==> src/rtl/fifo_burst_pkg.sv <==
// Shared constants for the show-ahead FIFO and its burst reader.
// Holds the FSM state encoding and the default word/length widths.
package fifo_burst_pkg;

  localparam int FIFO_WIDTH  = 8;
  localparam int FIFO_LENBIT = 8;

  localparam logic [1:0] IDLE  = 2'd0;
  localparam logic [1:0] RUN   = 2'd1;
  localparam logic [1:0] DRAIN = 2'd2;

endpackage

==> src/rtl/fifo_burst_reader_if.sv <==
// Bundles the FIFO read port, burst control handshake and framed output stream.
// slave is the reader's view; master is the environment driving it.
interface fifo_burst_reader_if
  import fifo_burst_pkg::*;
#(
  parameter int WIDTH  = FIFO_WIDTH,
  parameter int LENBIT = FIFO_LENBIT
);

  logic              notempty;
  logic [WIDTH-1:0]  fifodout;
  logic              fiford;

  logic              start;
  logic [LENBIT-1:0] burstlen;
  logic              busy;
  logic              done;

  logic              ovld;
  logic [WIDTH-1:0]  odat;
  logic              osop;
  logic              oeop;
  logic              ordy;

  modport master (
    output notempty, fifodout, start, burstlen, ordy,
    input  fiford, busy, done, ovld, odat, osop, oeop
  );

  modport slave (
    input  notempty, fifodout, start, burstlen, ordy,
    output fiford, busy, done, ovld, odat, osop, oeop
  );

endinterface

==> src/rtl/fifo_burst_reader.sv <==
// Drains a programmed burst from a show-ahead FIFO into a framed valid/ready
// stream, one word per cycle when both sides allow.
module fifo_burst_reader
  import fifo_burst_pkg::*;
#(
  parameter int WIDTH  = FIFO_WIDTH,
  parameter int LENBIT = FIFO_LENBIT
)
(
  input logic                clk,
  input logic                rst_,
  fifo_burst_reader_if.slave bus
);

  logic [1:0]        state_q;
  logic [1:0]        state_d;
  logic [LENBIT-1:0] remain_q;
  logic              first_q;
  logic              busy_q;
  logic              done_q;

  logic              vld_p1;
  logic [WIDTH-1:0]  dat_p1;
  logic              sop_p1;
  logic              eop_p1;

  logic              burst_go;
  logic              load;
  logic              last_pop;
  logic              accept;
  logic              last_beat;

  always_ff @(posedge clk or negedge rst_) begin
    if (!rst_) begin
      state_q <= IDLE;
    end else begin
      state_q <= state_d;
    end
  end

  always_comb begin
    state_d = state_q;
    case (state_q)
      IDLE:    if (burst_go)  state_d = RUN;
      RUN:     if (last_pop)  state_d = DRAIN;
      DRAIN:   if (last_beat) state_d = IDLE;
      default: state_d = IDLE;
    endcase
  end

  // A pop is allowed only when the output register is empty or being emptied.
  always_comb begin
    burst_go  = 1'b0;
    load      = 1'b0;
    last_pop  = 1'b0;
    accept    = vld_p1 & bus.ordy;
    last_beat = accept & eop_p1;
    case (state_q)
      IDLE: begin
        burst_go = bus.start & (bus.burstlen != '0);
      end
      RUN: begin
        load     = bus.notempty & (~vld_p1 | bus.ordy);
        last_pop = load & (remain_q == LENBIT'(1));
      end
      default: begin
        load = 1'b0;
      end
    endcase
  end

  always_ff @(posedge clk or negedge rst_) begin
    if (!rst_) begin
      remain_q <= '0;
      first_q  <= 1'b0;
    end else if (burst_go) begin
      remain_q <= bus.burstlen;
      first_q  <= 1'b1;
    end else if (load) begin
      remain_q <= remain_q - LENBIT'(1);
      first_q  <= 1'b0;
    end
  end

  // Stage p1: output register, refilled on the same edge it is drained.
  always_ff @(posedge clk or negedge rst_) begin
    if (!rst_) begin
      vld_p1 <= 1'b0;
      dat_p1 <= '0;
      sop_p1 <= 1'b0;
      eop_p1 <= 1'b0;
    end else if (load) begin
      vld_p1 <= 1'b1;
      dat_p1 <= bus.fifodout;
      sop_p1 <= first_q;
      eop_p1 <= (remain_q == LENBIT'(1));
    end else if (accept) begin
      vld_p1 <= 1'b0;
    end
  end

  always_ff @(posedge clk or negedge rst_) begin
    if (!rst_) begin
      busy_q <= 1'b0;
      done_q <= 1'b0;
    end else begin
      busy_q <= (state_d != IDLE);
      done_q <= (state_q == DRAIN) & last_beat;
    end
  end

  assign bus.fiford = load;
  assign bus.busy   = busy_q;
  assign bus.done   = done_q;
  assign bus.ovld   = vld_p1;
  assign bus.odat   = dat_p1;
  assign bus.osop   = sop_p1;
  assign bus.oeop   = eop_p1;

endmodule

==> src/flat_wrapper.sv <==
// flat-port wrapper written by rule: the top's interface ports become plain ports
module fifo_burst_reader_flat import fifo_burst_pkg::*;
#(
  parameter int WIDTH  = FIFO_WIDTH,
  parameter int LENBIT = FIFO_LENBIT
)
  (clk, rst_, bus_notempty, bus_fifodout, bus_start, bus_burstlen, bus_ordy, bus_fiford, bus_busy, bus_done, bus_ovld, bus_odat, bus_osop, bus_oeop);
  fifo_burst_reader_if #(.WIDTH(WIDTH), .LENBIT(LENBIT)) bus_i ();
  input logic clk;
  input logic rst_;
  input wire logic [$bits(bus_i.notempty)-1:0] bus_notempty;
  input wire logic [$bits(bus_i.fifodout)-1:0] bus_fifodout;
  input wire logic [$bits(bus_i.start)-1:0] bus_start;
  input wire logic [$bits(bus_i.burstlen)-1:0] bus_burstlen;
  input wire logic [$bits(bus_i.ordy)-1:0] bus_ordy;
  output wire logic [$bits(bus_i.fiford)-1:0] bus_fiford;
  output wire logic [$bits(bus_i.busy)-1:0] bus_busy;
  output wire logic [$bits(bus_i.done)-1:0] bus_done;
  output wire logic [$bits(bus_i.ovld)-1:0] bus_ovld;
  output wire logic [$bits(bus_i.odat)-1:0] bus_odat;
  output wire logic [$bits(bus_i.osop)-1:0] bus_osop;
  output wire logic [$bits(bus_i.oeop)-1:0] bus_oeop;
  assign bus_i.notempty = bus_notempty;
  assign bus_i.fifodout = bus_fifodout;
  assign bus_i.start = bus_start;
  assign bus_i.burstlen = bus_burstlen;
  assign bus_i.ordy = bus_ordy;
  assign bus_fiford = bus_i.fiford;
  assign bus_busy = bus_i.busy;
  assign bus_done = bus_i.done;
  assign bus_ovld = bus_i.ovld;
  assign bus_odat = bus_i.odat;
  assign bus_osop = bus_i.osop;
  assign bus_oeop = bus_i.oeop;
  fifo_burst_reader #(.WIDTH(WIDTH), .LENBIT(LENBIT)) u_core (.clk(clk), .rst_(rst_), .bus(bus_i));
endmodule
==> config.mk <==
export PLATFORM = sky130hd
export DESIGN_NAME = fifo_burst_reader_flat
export DESIGN_NICKNAME = d
export VERILOG_FILES = /design/src/rtl/fifo_burst_pkg.sv /design/src/rtl/fifo_burst_reader_if.sv /design/src/rtl/fifo_burst_reader.sv /design/src/flat_wrapper.sv
export SDC_FILE = /design/constraint.sdc
export NUM_CORES = 1
export LEC_CHECK = 0
export CAP_MARGIN = 5
export CORE_MARGIN = 2
export CORE_UTILIZATION = 51
export CTS_BUF_LIST = sky130_fd_sc_hd__clkbuf_4 sky130_fd_sc_hd__clkbuf_8
export DETAILED_ROUTE_END_ITERATION = 16
export GPL_TIMING_DRIVEN = 0
export PLACE_DENSITY = 0.89
export SLEW_MARGIN = 20
export SYNTH_ARGS = -nofsm -noshare
export SYNTH_HDL_FRONTEND = slang
export SYNTH_SLANG_ARGS = --single-unit
==> constraint.sdc <==
create_clock -name clk -period 2.6 [get_ports clk]
set_input_delay 0.52 -clock clk [delete_from_list [all_inputs] [get_ports clk]]
set_output_delay 0.52 -clock clk [all_outputs]
set_load 0.01 [all_outputs]
# Word level (Yosys, flattened, before mapping)
# Cells that the tools add are included.
classes:
  n_bitwise: 8
  eq_ne: 3
  n_addsub: 1
  mux: 13
  reduce_logical: 5
op_table:
  columns: ["operator", "count"]
  rows:
  - ["8-bit 2-to-1 mux", 2]
  - ["8-bit by 1-bit equality test with 1-bit output, second input constant", 1]
  - ["8-bit nonzero test", 1]
  - ["8-bit by 1-bit subtractor with 8-bit output, second input constant", 1]
  - ["1-bit 2-to-1 mux", 7]
  - ["1-bit AND", 6]
  - ["2-bit 2-to-1 mux", 3]
  - ["2-bit case mux with 3 select lines", 1]
  - ["2-bit nonzero test", 3]
  - ["2-bit by 1-bit equality test with 1-bit output, second input constant", 1]
  - ["2-bit equality test, second input constant", 1]
  - ["2-bit logical NOT", 1]
  - ["1-bit NOT", 1]
  - ["1-bit OR", 1]
totals:
  in_bits: 21
  output_inout_bits: 14
  elab_cells: 39
  register_bits: 24

# Logic depth before layout (Yosys ltp)
logic_depth:
  depth_word: 8
  depth_mapped: 7
  ltp_nobuf: 5

# Least setup slack after synthesis
# No wires, ideal clock.
synth_path:
  path_type: "input to register"
  from: "in bus_burstlen[5]"
  to: "reg u_core.remain_q[0]"
  setup_slack_ps: 840
  required_ps: 2477
  arrival_time_ps: 1637
  stages: 5
  cell_sequence: "or4_1 o21ai_2 buf_6 nand2_2 o221a_1"
synth_between:
  elab_chain_len: 4
  word_cells_on_any_way: 5
  cone_classes: "mux: 2; bitwise: 1; reduce/logical: 2"
synth_lines:
  columns: ["element", "line", "text"]
  rows:
  - ["start, declared", "flat_wrapper.sv:14", "input wire logic [$bits(bus_i.burstlen)-1:0] bus_burstlen;"]
  - ["8-bit nonzero test *", "fifo_burst_reader.sv:60", "burst_go = bus.start & (bus.burstlen != '0);"]
  - ["1-bit AND *", "fifo_burst_reader.sv:60", null]
  - ["1-bit 2-to-1 mux *", "fifo_burst_reader.sv:58", "case (state_q)"]
  - ["8-bit 2-to-1 mux / 2-bit nonzero test (equally long branches)", null, null]
  - ["end signal, assigned", "fifo_burst_reader.sv:77", "remain_q <= bus.burstlen;"]
  - ["end signal, assigned", "fifo_burst_reader.sv:80", "remain_q <= remain_q - LENBIT'(1);"]
  - ["end, declared", "fifo_burst_reader.sv:17", "logic [LENBIT-1:0] remain_q;"]
# Every way passes the cells marked *; elsewhere a longest branch is shown, timed or not.
# A chain may end at the register's enable or synchronous reset.

# Final worst setup path
layout_path:
  from: "in bus_notempty"
  to: "out bus_fiford"
layout_between:
  elab_chain_len: 2
layout_lines:
  columns: ["element", "line", "text"]
  rows:
  - ["start, declared", "flat_wrapper.sv:11", "input wire logic [$bits(bus_i.notempty)-1:0] bus_notempty;"]
  - ["1-bit AND", "fifo_burst_reader.sv:63", "load = bus.notempty & (~vld_p1 | bus.ordy);"]
  - ["1-bit 2-to-1 mux", "fifo_burst_reader.sv:58", null]
  - ["end, declared", "flat_wrapper.sv:16", "output wire logic [$bits(bus_i.fiford)-1:0] bus_fiford;"]
# Every way passes these cells.

==> results by stage <==
Power and ir drop:
- For this design the ratio of total power to cell area is between 1000 and 1500 nW/um2.
- The static leakage is around 0.71 nW.
- The worst-case IR drop observed on VDD is around 0.73 mV.

Worst setup path:
- The signal on the critical path passes through clkdlybuf4s50_1 -> nand3b_1 -> nand2b_1 -> buf_2 -> inv_2 -> buf_4 -> dlygate4sd2_1.
- The type of element capturing the critical path is an output port.
- STA classifies the critical path startpoint as a primary input.
- The delay of the slowest cell on the worst path is roughly 460 ps.
- The arrival time of data at the critical path endpoint is 1970 ps.
- The required time reported for the critical path endpoint is around 2100 ps.
- The critical path is of the primary input to output port type.
- The cell type of the slowest stage on the worst timing path is sky130_fd_sc_hd__clkdlybuf4s50_1.
- Along the worst path, the maximum fanout reaches 10.

Clock tree:
- In this run the clock root is driven by a sky130_fd_sc_hd__clkbuf_4.
- After clock tree synthesis, the clock-pin slew on the worst setup and hold paths is roughly 130 ps.
- CTS built an H-tree with a depth of 1.
- The maximum buffer depth of the clock tree is 2.
- Clock tree synthesis inserted a total of 3 buffers.
- The post-CTS setup buffer count is 0.
- The clock net sink count is 24.
- At the later pin of the worst-skew pair, clock insertion delay measures roughly 310 ps.
- TritonCTS built the clock tree.

Status:
- The run finished with clean final reports.

STA:
- The max-slew violation count was 0.
- The slew at the pin closest to its max-slew limit is roughly 600 ps.
- The number of endpoints with negative hold slack in the final report came to 0.
- The worst path uses between 90% and 100% of the clock period.
- The final count of negative-setup-slack endpoints is 0.
- Subtracting the final worst setup slack from the clock period gives approximately 2500 ps.
- Setup repair after global routing left no endpoint under its margin.
- Derived from the worst setup path, the maximum achievable clock frequency is just over 0.4 GHz.
- The worst path meets setup with 114.2 ps of slack.
- The worst slew slack as a fraction of its limit is between 50% and 60%.
- Summed over all failing endpoints, the final setup total negative slack is 0 ps.
- The clock arrives with 6.893 ps of skew.

Yosys:
- The count of state elements after synthesis is 24.
- The number of enable-type register cells in the synthesized netlist is 0.
- For this run, asynchronously set or reset flops after synthesis account for 100.0%.
- The post-synthesis instance total is approximately 120.
- In the synthesized netlist the dominant register cell turns out to be sky130_fd_sc_hd__dfrtp_1.
- By area the synthesized netlist is led by sky130_fd_sc_hd__dfrtp_1 (52%), sky130_fd_sc_hd__nand2_1 (14%), sky130_fd_sc_hd__nand3_1 (3.0%).
- The area fraction of the dominant cell type after synthesis is roughly half.
- The synthesized area per cell is ~9.4 um2.
- Among all cell types in the netlist, the one instantiated most often is sky130_fd_sc_hd__nand2_1.
- Summing the sequential cell areas from Yosys gives 51.78% of the chip area.
- In this run the cell area of the synthesized design comes to approximately 1200 um2.
- For this run, the number of Yosys warnings is 0.
- The total nets after synthesis is between 100 and 150.
- The cell type with the highest aggregate area in the netlist is sky130_fd_sc_hd__dfrtp_1.
- The number of different library cells used by synthesis comes to 32.
- Ranked by instance count, the synthesized netlist is headed by sky130_fd_sc_hd__nand2_1 (42), sky130_fd_sc_hd__dfrtp_1 (24), sky130_fd_sc_hd__nand3_1 (7).

Placement:
- The post-DP HPWL is 1979 um.
- Once placement finished, the instance area stood at between 1500 and 2000 um2.
- The post-placement worst setup slack is -260.8 ps.
- The count of input and output buffers is 34.
- The final RePlAce weighted congestion is 0.8557.
- The post-placement cell count is 186.

Global route:
- Global routing consumed, over all layers together, 21.75% of the routing resources.
- The initial antenna violation count is 0.
- The first-pass GRT wire length is between 4000 and 5000 um.
- The via count of the first global-routing pass was between 1000 and 1500.
- For this run the aggregate overflow at the end of global routing stands at 0.
- Entering global routing, the biggest net connects 25 pins.

Drt:
- The number of nets still failing antenna checks after routing is 0.
- Dividing the detail-routed wire length by the instance count gives between 10 and 15 um.
- After detailed routing, the number of vias per cell comes to 5.463.
- The length of the first detailed-routing pass in iterations is 4.
- The via total after detailed routing is 1038.
- The number of remaining DRC errors is 0.
- Wires add up to roughly 2600 um.
- For this block, the initial DRC count from the detailed router was 18.

Floorplan:
- The die boundary width is slightly above 50 um.
- The initialized floorplan defines 17 standard-cell rows.
- The die height is 51.69 um.
- The starting utilization of the core area is approximately 53%.
- 35 I/O pins were placed.
- The core area is 2191 um2.
- The floorplan step defined a die boundary enclosing 2672 um2.

Cells and area:
- The fraction of final layout cells sized beyond drive strength 1 is between 10% and 20%.
- Counting the fill cells in the layout gives about 170.
- After the last flow step, the layout net total stands at 186.
- The final core utilization is between 70% and 80%.
- The area growth from synthesis to layout is 35.17%.
- Once layout is complete, the cells apart from fillers number 190.
- After routing the design area is about 1600 um2.
- The number of antenna diodes in the final layout is 0.

Job:
- The max-capacitance violation count is 0.

Min path:
- The worst hold path class is primary input to asynchronous set/reset pin.
==> stage by stage <==
step	hold slack (ps)	power [mW]
finish	162.4	1.614
global route	181.5	1.742
CTS	498.2	1.620
detailed placement	468.3	1.430
global placement	447.4	1.377
floorplan	224.4	1.094
==> kinds of logic (layout without fill, tap and decap cells) <==
family	after synthesis	count (layout)	share of synthesized area, %
adders and majority gates	2	2	2.157
AOI/OAI and AO/OA	20	20	13.27
and+or+nand+nor	70	70	29.13
buffers and inverters	8	46	3.668
DFF	24	24	51.78
==> worst max-delay path: cells and delay by family <==
kind	cells	cell delay (ps)
AND/OR/NAND/NOR	2	250
buffers and inverters	5	1190
==> area by class of cell <==
class	count	area, um2	share of cell area, %
multi-input cells	92	516.7	32.96
plain buffers	5	33.78	2.155
inverters	3	11.26	0.7183
repair buffers	34	334.1	21.31
flip-flops and latches	24	600.6	38.31
well taps	28	35.03	2.235
clock buffers	4	36.28	2.314
==> layout by cell type (no fill, tap or decap), types with 2 or more instances in the layout <==
cell / count
sky130_fd_sc_hd__a21oi_1: 4
sky130_fd_sc_hd__buf_2: 4
sky130_fd_sc_hd__clkbuf_4: 3
sky130_fd_sc_hd__clkdlybuf4s50_1: 32
sky130_fd_sc_hd__dfrtp_1: 24
sky130_fd_sc_hd__ha_1: 2
sky130_fd_sc_hd__inv_1: 2
sky130_fd_sc_hd__nand2_1: 42
sky130_fd_sc_hd__nand2b_1: 3
sky130_fd_sc_hd__nand3_1: 7
sky130_fd_sc_hd__nor2_1: 3
sky130_fd_sc_hd__nor4_1: 2
sky130_fd_sc_hd__o211ai_1: 4
sky130_fd_sc_hd__o21ai_0: 3
sky130_fd_sc_hd__or3_1: 2
sky130_fd_sc_hd__or4_1: 3
==> what timing repair did <==
| item | in CTS | in global routing |
|---|---|---|
| endpoints found under the hold margin | 0 | 0 |
| setup endpoints to repair | 1 | 0 |
| hold buffers | 0 | 0 |
| gates resized for setup | 3 | 0 |
==> state kept, by name, indices dropped and copies added, names as in the netlist <==
name / flops
u_core.bus.ovld: 1
u_core.first_q: 1
u_core.bus.odat: 8
u_core.bus.busy: 1
u_core.bus.oeop: 1
u_core.state_q: 2
u_core.remain_q: 8
u_core.bus.osop: 1
u_core.bus.done: 1
==> per-layer routing <==
| metal | global-route usage (%) | wire, um | vias up |
|---|---|---|---|
| met1 | 24.43 | 1108 | 488 |
| met2 | 40.60 | 1269 | 34 |
| met4 | 9.649 | 59 | 0 |
| met5 | 0 | 0 | - |
| li1 | - | - | 509 |
| met3 | 2.874 | 135 | 7 |
==> report_power, final <==
| part | switching, mW | total [mW] | internal [mW] |
|---|---|---|---|
| sequential | 0.138 | 0.674 | 0.535 |
| combinational | 0.363 | 0.748 | 0.385 |
| clock | 0.106 | 0.192 | 0.0855 |
| total | 0.608 | 1.61 | 1.01 |
==> path summary, 6_finish.rpt <==
check	cells past startpoint	end	from	slack [ps]
max in group asynchronous	1	u_core.first_q	rst_	2100
setup reg to reg	4	u_core.remain_q[0]	u_core.state_q[0]	870
min in group clk	2	u_core.bus.osop	u_core.first_q	490
setup / recovery	7	bus_fiford	bus_notempty	110
hold reg to reg	2	u_core.bus.osop	u_core.first_q	490
hold / removal	1	u_core.bus.odat[7]	rst_	160
No activity file was read; power rests on OpenSTA's default activity.
